### config.mk
export PLATFORM = sky130hd
export DESIGN_NAME = axi_read_responder_flat
export DESIGN_NICKNAME = d
export VERILOG_FILES = /design/src/rtl/axi_read_responder_if.sv /design/src/rtl/axi_read_responder.sv /design/src/flat_wrapper.sv
export SDC_FILE = /design/constraint.sdc
export NUM_CORES = 1
export LEC_CHECK = 0
export BUFFER_PORTS_ARGS = -buffer_cell sky130_fd_sc_hd__clkbuf_2
export CAP_MARGIN = 30
export CORE_UTILIZATION = 43
export DETAILED_ROUTE_END_ITERATION = 8
export HOLD_SLACK_MARGIN = 0.12
export PLACE_DENSITY = 0.68
export REMOVE_ABC_BUFFERS = 1
export SLEW_MARGIN = 20
export SYNTH_ARGS = -nofsm -noshare
export SYNTH_HDL_FRONTEND = slang
export SYNTH_SLANG_ARGS = --single-unit
### constraint.sdc
create_clock -name clk -period 4.35 [get_ports clk]
set_clock_uncertainty 0.1 [all_clocks]
set_input_delay 0.87 -clock clk [delete_from_list [all_inputs] [get_ports clk]]
set_output_delay 0.87 -clock clk [all_outputs]
set_load 0.005 [all_outputs]
### src/rtl/axi_read_responder_if.sv
// AXI4 bus bundle shared by the read responder and its masters.
// Only the read channels carry traffic; the write-channel readies are tied off by the responder.
interface axi_interface;
   logic [31:0] araddr;
   logic [7:0]  arlen;
   logic        arvalid;
   logic        arready;
   logic [31:0] rdata;
   logic        rvalid;
   logic        rready;
   logic        awready;
   logic        wready;
   logic        bvalid;

   modport slave (
      input  araddr, arlen, arvalid, rready,
      output arready, rdata, rvalid, awready, wready, bvalid
   );

   modport master (
      output araddr, arlen, arvalid, rready,
      input  arready, rdata, rvalid, awready, wready, bvalid
   );
endinterface

### src/rtl/axi_read_responder.sv
// AXI4 read-only responder: serves incrementing bursts from a one-cycle-latency SRAM
// through a 2-entry output FIFO, one outstanding burst at a time.
module axi_read_responder #(
   parameter logic [31:0] BASE_ADDR      = 32'h10000000,
   parameter int          MEM_ADDR_WIDTH = 16
) (
   input  logic                      clk,
   input  logic                      reset,
   axi_interface.slave               axi_bus,
   output logic                      mem_read_en,
   output logic [MEM_ADDR_WIDTH-1:0] mem_addr,
   input  logic [31:0]               mem_read_data
);

   typedef enum logic {IDLE, BURST} state_t;

   state_t                    state;
   state_t                    next_state;
   logic [MEM_ADDR_WIDTH-1:0] word_addr;
   logic [8:0]                total;
   logic [8:0]                issued;
   logic [8:0]                beat;
   logic                      in_flight;
   logic [31:0]               fifo_mem [2];
   logic                      wr_ptr;
   logic                      rd_ptr;
   logic [1:0]                fifo_count;
   logic                      arready_int;
   logic                      ar_hs;
   logic                      r_hs;
   logic                      issue;
   logic                      last_beat;
   logic [2:0]                occupancy;

   assign axi_bus.arready = arready_int;
   assign axi_bus.rvalid  = (fifo_count != 2'd0);
   assign axi_bus.rdata   = fifo_mem[rd_ptr];
   assign axi_bus.awready = 1'b0;
   assign axi_bus.wready  = 1'b0;
   assign axi_bus.bvalid  = 1'b0;

   assign mem_read_en = issue;
   assign mem_addr    = word_addr;

   // Occupancy the FIFO will have once this cycle's in-flight read lands and any dequeue retires.
   assign occupancy = {1'b0, fifo_count} + {2'b00, in_flight} - {2'b00, r_hs};

   always_ff @(posedge clk) begin
      if (reset) begin
         state <= IDLE;
      end else begin
         state <= next_state;
      end
   end

   always_comb begin
      next_state  = state;
      arready_int = 1'b0;
      issue       = 1'b0;
      last_beat   = 1'b0;
      r_hs        = axi_bus.rvalid && axi_bus.rready;
      ar_hs       = 1'b0;
      case (state)
         IDLE: begin
            arready_int = 1'b1;
            ar_hs       = axi_bus.arvalid;
            if (axi_bus.arvalid) begin
               next_state = BURST;
            end
         end
         BURST: begin
            issue     = (issued < total) && (occupancy < 3'd2);
            last_beat = r_hs && (beat == total - 9'd1);
            if (last_beat) begin
               next_state = IDLE;
            end
         end
         default: next_state = IDLE;
      endcase
   end

   // Burst bookkeeping; clearing in_flight on reset discards a read the SRAM is still returning.
   always_ff @(posedge clk) begin
      if (reset) begin
         word_addr  <= '0;
         total      <= 9'd0;
         issued     <= 9'd0;
         beat       <= 9'd0;
         in_flight  <= 1'b0;
         wr_ptr     <= 1'b0;
         rd_ptr     <= 1'b0;
         fifo_count <= 2'd0;
      end else begin
         if (ar_hs) begin
            word_addr <= MEM_ADDR_WIDTH'((axi_bus.araddr - BASE_ADDR) >> 2);
            total     <= {1'b0, axi_bus.arlen} + 9'd1;
            issued    <= 9'd0;
            beat      <= 9'd0;
         end else begin
            if (issue) begin
               word_addr <= word_addr + 1'b1;
               issued    <= issued + 9'd1;
            end
            if (r_hs) begin
               beat <= beat + 9'd1;
            end
         end
         in_flight <= issue;
         if (in_flight) begin
            wr_ptr <= ~wr_ptr;
         end
         if (r_hs) begin
            rd_ptr <= ~rd_ptr;
         end
         case ({in_flight, r_hs})
            2'b10:   fifo_count <= fifo_count + 2'd1;
            2'b01:   fifo_count <= fifo_count - 2'd1;
            default: fifo_count <= fifo_count;
         endcase
      end
   end

   always_ff @(posedge clk) begin
      if (in_flight) begin
         fifo_mem[wr_ptr] <= mem_read_data;
      end
   end

   a_no_overflow : assert property (@(posedge clk) disable iff (reset)
      !(in_flight && fifo_count == 2'd2 && !r_hs));

   a_aligned_ar : assert property (@(posedge clk) disable iff (reset)
      ar_hs |-> (axi_bus.araddr[1:0] == 2'b00));

endmodule

### src/flat_wrapper.sv
// flat-port wrapper written by rule: the top's interface ports become plain ports
module axi_read_responder_flat 
#(
   parameter logic [31:0] BASE_ADDR      = 32'h10000000,
   parameter int          MEM_ADDR_WIDTH = 16
)
  (clk, reset, mem_read_en, mem_addr, mem_read_data, axi_bus_araddr, axi_bus_arlen, axi_bus_arvalid, axi_bus_rready, axi_bus_arready, axi_bus_rdata, axi_bus_rvalid, axi_bus_awready, axi_bus_wready, axi_bus_bvalid);
  axi_interface axi_bus_i ();
  input  logic clk;
  input  logic reset;
  output logic mem_read_en;
  output logic [MEM_ADDR_WIDTH-1:0] mem_addr;
  input  logic [31:0] mem_read_data;
  input wire logic [$bits(axi_bus_i.araddr)-1:0] axi_bus_araddr;
  input wire logic [$bits(axi_bus_i.arlen)-1:0] axi_bus_arlen;
  input wire logic [$bits(axi_bus_i.arvalid)-1:0] axi_bus_arvalid;
  input wire logic [$bits(axi_bus_i.rready)-1:0] axi_bus_rready;
  output wire logic [$bits(axi_bus_i.arready)-1:0] axi_bus_arready;
  output wire logic [$bits(axi_bus_i.rdata)-1:0] axi_bus_rdata;
  output wire logic [$bits(axi_bus_i.rvalid)-1:0] axi_bus_rvalid;
  output wire logic [$bits(axi_bus_i.awready)-1:0] axi_bus_awready;
  output wire logic [$bits(axi_bus_i.wready)-1:0] axi_bus_wready;
  output wire logic [$bits(axi_bus_i.bvalid)-1:0] axi_bus_bvalid;
  assign axi_bus_i.araddr = axi_bus_araddr;
  assign axi_bus_i.arlen = axi_bus_arlen;
  assign axi_bus_i.arvalid = axi_bus_arvalid;
  assign axi_bus_i.rready = axi_bus_rready;
  assign axi_bus_arready = axi_bus_i.arready;
  assign axi_bus_rdata = axi_bus_i.rdata;
  assign axi_bus_rvalid = axi_bus_i.rvalid;
  assign axi_bus_awready = axi_bus_i.awready;
  assign axi_bus_wready = axi_bus_i.wready;
  assign axi_bus_bvalid = axi_bus_i.bvalid;
  axi_read_responder #(.BASE_ADDR(BASE_ADDR), .MEM_ADDR_WIDTH(MEM_ADDR_WIDTH)) u_core (.clk(clk), .reset(reset), .axi_bus(axi_bus_i), .mem_read_en(mem_read_en), .mem_addr(mem_addr), .mem_read_data(mem_read_data));
endmodule
==> summary.md <==
| Metric | Value |
|---|---|
| Status | `finished clean` |
| Final Instance Count excl. Fillers | `745` |
| Vias in the first global route | `3902` |
| Worst-margin pin slew | `712 ps` |
| Fin. Hold Viols | `0` |
| Worst setup EP type | `output pin` |
| # diodes | `0` |
| Post-DP HPWL | `7.46 mm` |
| Setup Viol. Count Final | `0` |
| Hold/Removal Path Class | `flop to flop` |
| CP Launch Type | `input pin` |
| YS warnings | `0` |
| PwrDens | `494 nW/um^2` |
| Clock Sinks | `114` |
| Largest net degree at the start of global routing | `34` |
| Crit path cell chain | `clkbuf_2, o21a_1, ha_1, nor2b_1, fa_1, a211oi_1, nand3_1, a211o_1, inv_1, clkbuf_2` |
| CTS resizes | `0` |
| WS Path Type | `input pin to output pin` |
| Max VDD drop | `237 uV` |
| Die height | `113 um` |
| GR Overflow Total | `0` |
| Path depth of the worst reg2reg path | `10` |
| Synth Area in Compound Gates | `10.5%` |
| Sequential share of the synthesized area | `55.1%` |
| Leakage | `2.52 nW` |
| CP Buf/Inv Count | `3` |
| Clock slew at reported path FFs | `50 ps` |
| RR Startpoint | `u_core.fifo_count[0]` |
| I/O pins | `130` |
| WP data arrival | `2920 ps` |
| Synthesis-to-finish area growth | `24.9%` |
| Share of layout cells above drive strength 1 | `31.1%` |
| Post-synth top cells | `64 x edfxtp_1, 50 x dfxtp_1, 47 x nor2_1` |
| CP Data Required Time | `3380 ps` |
| Worst path slowest cell | `fa_1` |
| Synth Area in XOR/XNOR | `5.31%` |
| Rel. slew slack | `52.5%` |
| Post-CTS Hold Buffers | `0` |
| Vias | `4050` |
| Reg2reg end | `u_core.mem_addr[7]` |
| Global Route Usage Sum | `18.0%` |
| Top FF cell, synth | `edfxtp_1` |
| Worst Hold End | `u_core.issued[8]` |
| CTS tree | `built` |
| Max Buffers Root-to-Sink | `2` |
| Worst slack at placement | `398 ps` |
| Cell taking the most area after synthesis | `edfxtp_1` |
| Starting Density | `44.1%` |
| Top-area cell type share of the netlist area | `36.2%` |
| Hold path depth | `2` |
| R2R Setup Slk | `910 ps` |
| Antenna violations before repair | `0` |
| Vias per cell | `5.44` |
| Number of synthesized register bits | `114` |
| Dominant cell by count in the synthesized netlist | `edfxtp_1` |
| Post-synthesis async set-or-reset flop share | `0%` |
| CP max FO | `4` |
| Area of the mapped netlist | `5300 um^2` |
| Num CTS Buffers | `17` |
| Post-route DRC violation count | `0` |
| TritonRoute pass-1 iters | `5` |
| Dominant delay contributor by cell family on the critical path | `adder cells` |
| Number of flops mapped to enable cells by yosys | `64` |
| Crit-path max cell delay | `450 ps` |
| Core area | `12000 um^2` |
| RSZ-0062 raised after global routing | `no` |
| Clk root buf | `clkbuf_16` |
| Peak Freq | `257 MHz` |
| Final ANT Viol Nets | `0` |
| Simple-Gate Fraction of Synth Area | `14.3%` |
| # H-tree levels | `4` |
| Hold Path Origin | `u_core.issued[8]` |
| Combinational family with the most area after synthesis | `simple AND/OR/NAND/NOR gates` |
| Setup TNS | `0 ps` |
| Worst-Skew Late Latency | `400 ps` |
| Tmin final | `3890 ps` |
| Ranking of synthesized cells by area | `edfxtp_1 36%, dfxtp_1 19%, mux2_2 7.0%, ha_1 3.5%, nor2_1 3.3%` |
| Max-slew violation count | `0` |
| WL final | `11.0 mm` |
| Placed Instances | `711` |
| Tcrit/Tclk final | `89.5%` |
| Die ar. | `12800 um^2` |
| Routability congestion estimate | `0.851` |
| Worst Slack Setup Final | `456 ps` |
| Post-synthesis mux area share | `7.20%` |
| Syn Area/Cell | `11.2 um^2` |
| Chip width | `113 um` |
| Synth unique cells | `47` |
| Most used cell, CP | `clkbuf_2` |
| Post-synthesis cell count | `472` |
| Synth Area in Adders | `3.92%` |
| Total Nets Final | `677` |
| Wire per inst | `14.8 um` |
| # rows | `40` |
| I/O Buffers | `110` |
| First-pass GRT wire length | `18.2 mm` |
| Setup Fix Bufs, Post-CTS | `0` |
| Max Cap Viol | `0` |
| Initial DRC count | `231` |
-- area by class of cell --
class	instances	area [um^2]
repair buffers	118	638
well taps	147	184
flip-flops and latches	114	2920
clock inverters	14	178
inverters	19	71.3
multi-input cells	315	2200
fillers	1037	5390
clock buffers	18	429
-- how the worst max path moves through the flow --
| stage | endpoint | startpoint | slack (ps) | cells after the start |
|---|---|---|---|---|
| 2_1_floorplan | mem_read_en | axi_bus_rready | 210 | 8 |
| 3_3_place_gp | mem_read_en | axi_bus_rready | 480 | 10 |
| 3_5_place_dp | u_core.mem_addr[14] | axi_bus_rready | 400 | 11 |
| 4_1_cts | mem_read_en | axi_bus_rready | 430 | 10 |
| 5_1_grt | mem_read_en | axi_bus_rready | 320 | 10 |
| 6_report | mem_read_en | axi_bus_rready | 460 | 10 |
-- registers in the layout, indices dropped and copies added (netlist names), named ones only --
register	flops
u_core.wr_ptr	1
u_core.rd_ptr	1
u_core.issued	9
u_core.fifo_mem	64
u_core.beat	9
u_core.fifo_count	2
u_core.in_flight	1
u_core.state	1
u_core.mem_addr	16
u_core.total	9
-- metal layers --
layer | GRT usage (%) | wire [um] | vias up
met5 | 0 | 0 | -
li1 | - | - | 1976
met1 | 21.4 | 4700 | 1920
met2 | 31.0 | 5480 | 135
met3 | 4.93 | 686 | 19
met4 | 7.02 | 155 | 0
-- power by group --
| part | total [mW] | switching (mW) | internal, mW | leakage, nW |
|---|---|---|---|---|
| Sequential | 1.28 | 0.0541 | 1.23 | 0.990 |
| Clock | 1.42 | 0.508 | 0.908 | 0.284 |
| Combinational | 0.571 | 0.297 | 0.274 | 1.24 |
-- layout by cell type (no fill, tap or decap), types with 16 or more instances in the layout --
cell,netlist,routed
a21oi_1,16,16
clkbuf_16,0,17
clkbuf_2,0,110
dfxtp_1,50,50
edfxtp_1,64,64
inv_1,19,19
mux2_2,33,33
nand2_1,25,25
nand3_1,16,16
nor2_1,47,46
o21ai_0,17,17
xnor2_1,16,16
-- logic make-up (layout without fill, tap and decap cells) --
group | Yosys count | in the layout
multiplexers | 34 | 34
XOR/XNOR | 29 | 29
other | 1 | 3
buffers and inverters | 45 | 169
AND/OR/NAND/NOR | 150 | 150
AO/OA/AOI/OAI | 83 | 83
adder cells (fa/ha/maj) | 16 | 16
flip-flops | 114 | 114
-- worst min-delay path, cell delays in order, from the launching register on --
cell and delay (ps):
dfxtp_1 320, o21ai_0 70, a21oi_1 60
-- metrics by stage --
stage               total power, mW  hold WS [ps]  util (%)  area, um^2
finish                         3.27           399      55.2        6630
CTS                            3.29           402      54.8        6580
global route                   3.42           432      55.2        6630
detailed placement             1.87           396      49.8        5980
floorplan                      1.63           362         -        5190
global placement               1.85           382      49.8        5980
Power figures use the tool's default switching activity.
